### src/rtl/spi_slave_rx.sv
// rtl/spi_slave_rx.sv - SPI slave receiver, MSB-first, oversampled on clk, valid/ready word output
// Optional full-duplex MISO path: define SPI_SLAVE_MISO_EN.
module spi_slave_rx #(
    parameter int DATA_LENGTH = 16,
    parameter int SYNC_STAGES = 2
) (
    input  logic                   clk,
    input  logic                   rst,
    input  logic                   SPI_CLK,
    input  logic                   SPI_SS,
    input  logic                   MOSI,
    output logic                   MISO,
    input  logic [DATA_LENGTH-1:0] tx_data,
    output logic [DATA_LENGTH-1:0] rx_data,
    output logic                   rx_valid,
    input  logic                   rx_ready,
    output logic                   overflow,
    output logic                   frame_err
);

    localparam int CNT_W = $clog2(DATA_LENGTH + 1);
    localparam logic [CNT_W-1:0] LAST_BIT = CNT_W'(DATA_LENGTH - 1);

    typedef enum logic [1:0] {
        S_wait_ss = 2'd0,
        S_idle    = 2'd1,
        S_shift   = 2'd2,
        S_store   = 2'd3
    } state_t;

    state_t state_q, state_d;

    logic [SYNC_STAGES-1:0] ss_sync_q, sck_sync_q, mosi_sync_q;
    logic                   ss_hist_q, sck_hist_q;
    // Fills with ones after reset; the top bit marks that the sync chains and
    // history registers hold real samples instead of their reset values.
    logic [SYNC_STAGES:0]   prime_q;

    logic ss_s, sck_s, mosi_s, primed;
    logic sck_rise, ss_fall;

    logic [DATA_LENGTH-1:0] shreg_q, shreg_d;
    logic [CNT_W-1:0]       bit_cnt_q, bit_cnt_d;
    logic [DATA_LENGTH-1:0] rx_data_q, rx_data_d;
    logic                   rx_valid_q, rx_valid_d;
    logic                   overflow_q, overflow_d;
    logic                   frame_err_q, frame_err_d;

    logic start, shift_en, abort, stray, accept, drop;

    // Input synchronisers and edge-detect history
    always_ff @(posedge clk) begin
        if (rst) begin
            ss_sync_q   <= '1;
            sck_sync_q  <= '0;
            mosi_sync_q <= '0;
            ss_hist_q   <= 1'b1;
            sck_hist_q  <= 1'b0;
            prime_q     <= '0;
        end else begin
            ss_sync_q   <= {ss_sync_q[SYNC_STAGES-2:0], SPI_SS};
            sck_sync_q  <= {sck_sync_q[SYNC_STAGES-2:0], SPI_CLK};
            mosi_sync_q <= {mosi_sync_q[SYNC_STAGES-2:0], MOSI};
            ss_hist_q   <= ss_s;
            sck_hist_q  <= sck_s;
            prime_q     <= {prime_q[SYNC_STAGES-1:0], 1'b1};
        end
    end

    assign ss_s     = ss_sync_q[SYNC_STAGES-1];
    assign sck_s    = sck_sync_q[SYNC_STAGES-1];
    assign mosi_s   = mosi_sync_q[SYNC_STAGES-1];
    assign primed   = prime_q[SYNC_STAGES];
    assign sck_rise = sck_s & ~sck_hist_q;
    assign ss_fall  = ~ss_s & ss_hist_q;

    // FSM state register
    always_ff @(posedge clk) begin
        if (rst) begin
            state_q <= S_wait_ss;
        end else begin
            state_q <= state_d;
        end
    end

    // FSM next-state logic
    always_comb begin
        state_d = state_q;
        case (state_q)
            S_wait_ss: if (primed && ss_s) state_d = S_idle;
            S_idle:    if (ss_fall) state_d = S_shift;
            S_shift: begin
                if (ss_s) begin
                    state_d = S_idle;
                end else if (sck_rise && (bit_cnt_q == LAST_BIT)) begin
                    state_d = S_store;
                end
            end
            S_store:   state_d = S_wait_ss;
            default:   state_d = S_wait_ss;
        endcase
    end

    // FSM output decode: per-cycle datapath strobes
    always_comb begin
        start    = (state_q == S_idle) && ss_fall;
        shift_en = (state_q == S_shift) && !ss_s && sck_rise;
        abort    = (state_q == S_shift) && ss_s;
        stray    = (state_q == S_wait_ss) && primed && sck_rise;
        accept   = (state_q == S_store) && (!rx_valid_q || rx_ready);
        drop     = (state_q == S_store) && rx_valid_q && !rx_ready;
    end

    // Datapath next-state: deserialiser, holding register and status pulses
    always_comb begin
        shreg_d     = shreg_q;
        bit_cnt_d   = bit_cnt_q;
        rx_data_d   = rx_data_q;
        rx_valid_d  = rx_valid_q;
        overflow_d  = drop;
        frame_err_d = abort || stray;
        if (start) begin
            shreg_d   = '0;
            bit_cnt_d = '0;
        end else if (shift_en) begin
            shreg_d   = {shreg_q[DATA_LENGTH-2:0], mosi_s};
            bit_cnt_d = bit_cnt_q + CNT_W'(1);
        end
        if (rx_valid_q && rx_ready) begin
            rx_valid_d = 1'b0;
        end
        if (accept) begin
            rx_data_d  = shreg_q;
            rx_valid_d = 1'b1;
        end
    end

    // Datapath registers
    always_ff @(posedge clk) begin
        if (rst) begin
            shreg_q     <= '0;
            bit_cnt_q   <= '0;
            rx_data_q   <= '0;
            rx_valid_q  <= 1'b0;
            overflow_q  <= 1'b0;
            frame_err_q <= 1'b0;
        end else begin
            shreg_q     <= shreg_d;
            bit_cnt_q   <= bit_cnt_d;
            rx_data_q   <= rx_data_d;
            rx_valid_q  <= rx_valid_d;
            overflow_q  <= overflow_d;
            frame_err_q <= frame_err_d;
        end
    end

    assign rx_data   = rx_data_q;
    assign rx_valid  = rx_valid_q;
    assign overflow  = overflow_q;
    assign frame_err = frame_err_q;

`ifdef SPI_SLAVE_MISO_EN
    logic [DATA_LENGTH-1:0] tx_shreg_q, tx_shreg_d;
    logic                   miso_q, miso_d;
    logic                   sck_fall;

    assign sck_fall = ~sck_s & sck_hist_q;

    // Transmit shifter: load at frame start, advance on SPI_CLK falling edges
    always_comb begin
        tx_shreg_d = tx_shreg_q;
        if (start) begin
            tx_shreg_d = tx_data;
        end else if ((state_q == S_shift) && sck_fall) begin
            tx_shreg_d = {tx_shreg_q[DATA_LENGTH-2:0], 1'b0};
        end
        miso_d = !ss_s && tx_shreg_q[DATA_LENGTH-1];
    end

    // Transmit registers; MISO is registered so it lands one clk after the shift
    always_ff @(posedge clk) begin
        if (rst) begin
            tx_shreg_q <= '0;
            miso_q     <= 1'b0;
        end else begin
            tx_shreg_q <= tx_shreg_d;
            miso_q     <= miso_d;
        end
    end

    assign MISO = miso_q;
`else
    logic unused_tx;
    assign unused_tx = ^tx_data;
    assign MISO      = 1'b0;
`endif

endmodule

### config.mk
export PLATFORM = sky130hd
export DESIGN_NAME = spi_slave_rx
export DESIGN_NICKNAME = d
export VERILOG_FILES = /design/src/rtl/spi_slave_rx.sv
export SDC_FILE = /design/constraint.sdc
export NUM_CORES = 1
export LEC_CHECK = 0
export CAP_MARGIN = 20
export CELL_PAD_IN_SITES_DETAIL_PLACEMENT = 0
export CELL_PAD_IN_SITES_GLOBAL_PLACEMENT = 1
export CORE_MARGIN = 2
export CORE_UTILIZATION = 33
export DETAILED_ROUTE_END_ITERATION = 10
export GPL_TIMING_DRIVEN = 1
export PLACE_DENSITY = 0.82
export SLEW_MARGIN = 20
export SYNTH_ARGS = -nofsm -noshare
export SYNTH_HDL_FRONTEND = slang
export SYNTH_SLANG_ARGS = --single-unit
### constraint.sdc
create_clock -name clk -period 1.4 [get_ports clk]
set_input_delay 0.21 -clock clk [delete_from_list [all_inputs] [get_ports clk]]
set_output_delay 0.21 -clock clk [all_outputs]
set_load 0.02 [all_outputs]
==> results of run 1 <==
metrics by stage:
step,cell area [sq um],worst slack [ps],hold slack (ps),cells
final,2500,2.06,437,332
after global routing,2500,-66.2,448,332
after CTS,2460,7.04,443,329
after detailed placement,2370,-418,420,321
after global placement,2370,-389,398,321
after floorplan,1990,14.3,296,226
synth_stat cells, drive strengths merged, types with 2 or more instances:
cell type  instances  area (sq um)
inv                2          7.51
nand2b             3          18.8
dfxtp             53          1060
nor2b             10          62.6
buf                5          35.0
ha                 2          25.0
o21ai             36           180
nand3             35           175
or2                3          18.8
and2b              2          15.0
clkbuf            16          60.1
a21oi             41           205
nor3               2          10.0
or3                2          12.5
what timing repair did:
action,CTS,global route
buffers inserted,0,3
pin swaps,0,2
resized for setup,21,6
setup endpoints to repair,36,12
worst register-to-register path, stage by stage (launching register included):
cell and delay [ps]:
dfxtp_4 370, or3b_4 430, or4_1 410, a21oi_1 120
cell type report:
type / instances / area share, %
multi-input cells: 150 / 33.6
well taps: 75 / 3.75
clock inverters: 3 / 1.85
inverters: 2 / 0.300
flip-flops and latches: 53 / 42.6
repair buffers: 44 / 15.2
clock buffers: 5 / 2.75
flip-flops by register name, indices dropped and copies added, names as in the netlist:
name         cells
prime_q          3
rx_valid         1
sck_sync_q       2
ss_sync_q        2
state_q          2
shreg_q         16
rx_data         16
overflow         1
mosi_sync_q      2
frame_err        1
sck_hist_q       1
bit_cnt_q        5
ss_hist_q        1
cell families after synthesis:
kind of cell	Yosys count	share of synthesized area (%)
compound gates	81	21.0
flops	53	53.3
buf+inv	23	5.16
simple gates	66	19.1
other cells	1	0.188
fa+ha+maj	2	1.26
power by group:
part,switching (uW),internal (uW)
logic,58.4,51.5
registers,7.91,1520
clock network,495,535
total,562,2110
worst max path at each step:
stage	start	to	slack, ps	cells after the start
final	state_q[0]	bit_cnt_q[3]	2	3
after global routing	state_q[0]	bit_cnt_q[3]	-70	3
after CTS	state_q[0]	bit_cnt_q[3]	7	3
after detailed placement	rx_ready	rx_data[8]	-420	4
after global placement	rx_ready	rx_data[1]	-390	4
after floorplan	state_q[1]	bit_cnt_q[3]	10	5
cells in the final DEF, fill, tap and decap left out, types with 3 or more instances in the layout:
master | synthesis | layout
buf_4 | 2 | 19
clkdlybuf4s50_1 | 0 | 5
o21ai_1 | 0 | 4
or2_2 | 3 | 3
dlygate4sd2_1 | 0 | 19
a21oi_1 | 41 | 41
nand3_1 | 35 | 35
o21ai_0 | 36 | 32
clkbuf_8 | 0 | 5
nand2b_1 | 3 | 3
dfxtp_1 | 53 | 52
nor2b_1 | 10 | 9
metal layers:
metal | vias to the layer above | global-route usage, % | share of wire (%)
li1 | 857 | - | -
met1 | 791 | 16.2 | 47
met2 | 30 | 22.5 | 48
met3 | 5 | 3.63 | 3.8
met4 | 0 | 6.00 | 1.4
met5 | - | 0 | 0
==> summary.txt, run 1 <==
Global routing
  – Global route overflow: 0
  – Largest net degree at the start of global routing: 22
  – Vias in the first global route: 1538
  – Gr usage total: 13.5%
  – Antenna violations before repair: 0
  – Global-route wire length before repair: 6910 microns

Setup path
  – Crit-path leading delay family: simple AND/OR/NAND/NOR gates
  – R2R Path Start: state_q[0]
  – Worst setup path category: reg2reg
  – CP endpoint kind: flip-flop
  – CP required: 1640 ps
  – Flop-to-flop setup slack: 2 ps
  – Worst path max stage delay: 430 ps
  – Worst path bufs/invs: 0
  – CP cell instances: or3b_4 > or4_1 > a21oi_1
  – Reg-to-Reg End: bit_cnt_q[3]
  – FF-to-FF path depth: 3
  – Critical path arrival: 1640 ps
  – Critical path's slowest cell: or3b_4
  – CP max FO: 7
  – CP Launch Type: flip-flop

Clocking
  – H-tree Lvls: 2
  – CTS Buf Count: 5
  – CTS tree: done
  – Clk slew on worst S/H paths: 90 ps
  – Clk Latency, worst-skew pair: 310 ps
  – CTS root buffer: clkbuf_8
  – Num Clock Sinks: 53
  – Clock Path Buffers: 2
  – Number of hold buffers added after CTS: 0

Floorplanning
  – Io pins: 42
  – Die X: 81.6 microns
  – Starting Density: 33.8%
  – Row Count: 28
  – Die footprint: 6670 sq um
  – Core area: 5890 sq um
  – Die height: 81.6 microns

Yosys
  – Register area share after synthesis: 53.3%
  – Number of synthesized flops with an enable pin: 0
  – Mapped Cells: 226
  – Avg Inst Size Synth: 8.80 sq um
  – Syn Nets: 250
  – Main synth FF type: dfxtp_1
  – Number of synthesized register bits: 53
  – FFs w/ async S/R, synth: 0%
  – Yosys synthesis warning count: 0
  – Syn Std Cell Area: 1990 sq um
  – Synth cell types: 31

Power
  – Worst VDD drop: 0.598 mV
  – Total power: 2670 uW
  – Pwr/cell area: 1070 nW/um^2
  – Lkg Pwr: 0.000939 uW

STA
  – RSZ-0062 raised after global routing: yes
  – Tmin final: 1400 ps
  – Clock tree skew after final layout: 8.96 ps
  – Max Slew Vio Count: 0
  – Fin. Hold Viols: 0
  – Tcrit/Tclk final: 99.9%
  – Max Freq: 715 MHz
  – Final setup vio count: 0
  – Fin Setup TNS: 0 ps

Worst hold path
  – End of the worst hold path: ss_sync_q[1]
  – Hold_sp: ss_sync_q[0]
  – Hold path depth: 1
  – Hold Crit Class: reg2reg

Outcome
  – Status: completed

Cells and area
  – # nets final: 280
  – Filler cells: 591
  – Area Growth Syn to Fin: 25.7%
  – # diodes: 0
  – Multi-input logic area: 841 sq um
  – Seq. cell area: 1060 sq um
  – Post-layout util: 42.5%
  – Layout cells sized above 1: 14.0%

Drt
  – Per-cell routed wire length: 12.6 microns
  – Vias after detailed routing: 1683
  – # DRC: 0
  – Antenna viol nets, final: 0
  – 1st-pass router iterations: 4
  – Routed WL: 4190 microns
  – DR vias/cell: 5.07
  – Iter 0 DRT Violations: 87

Place
  – Hpwl dp: 2830 microns
  – Port buffer count: 24
  – Placer's final routability congestion estimate: 0.760

Run
  – Maximum Capacitance Violations: 0
No activity file was read; power rests on OpenSTA's default activity.
==> run 2: changes to the inputs <==
Settings changed: CTS_CLUSTER_DIAMETER set to 50.
==> results of run 2 <==
Same layout as run 1: the final DEF is identical, and so are final timing and power.
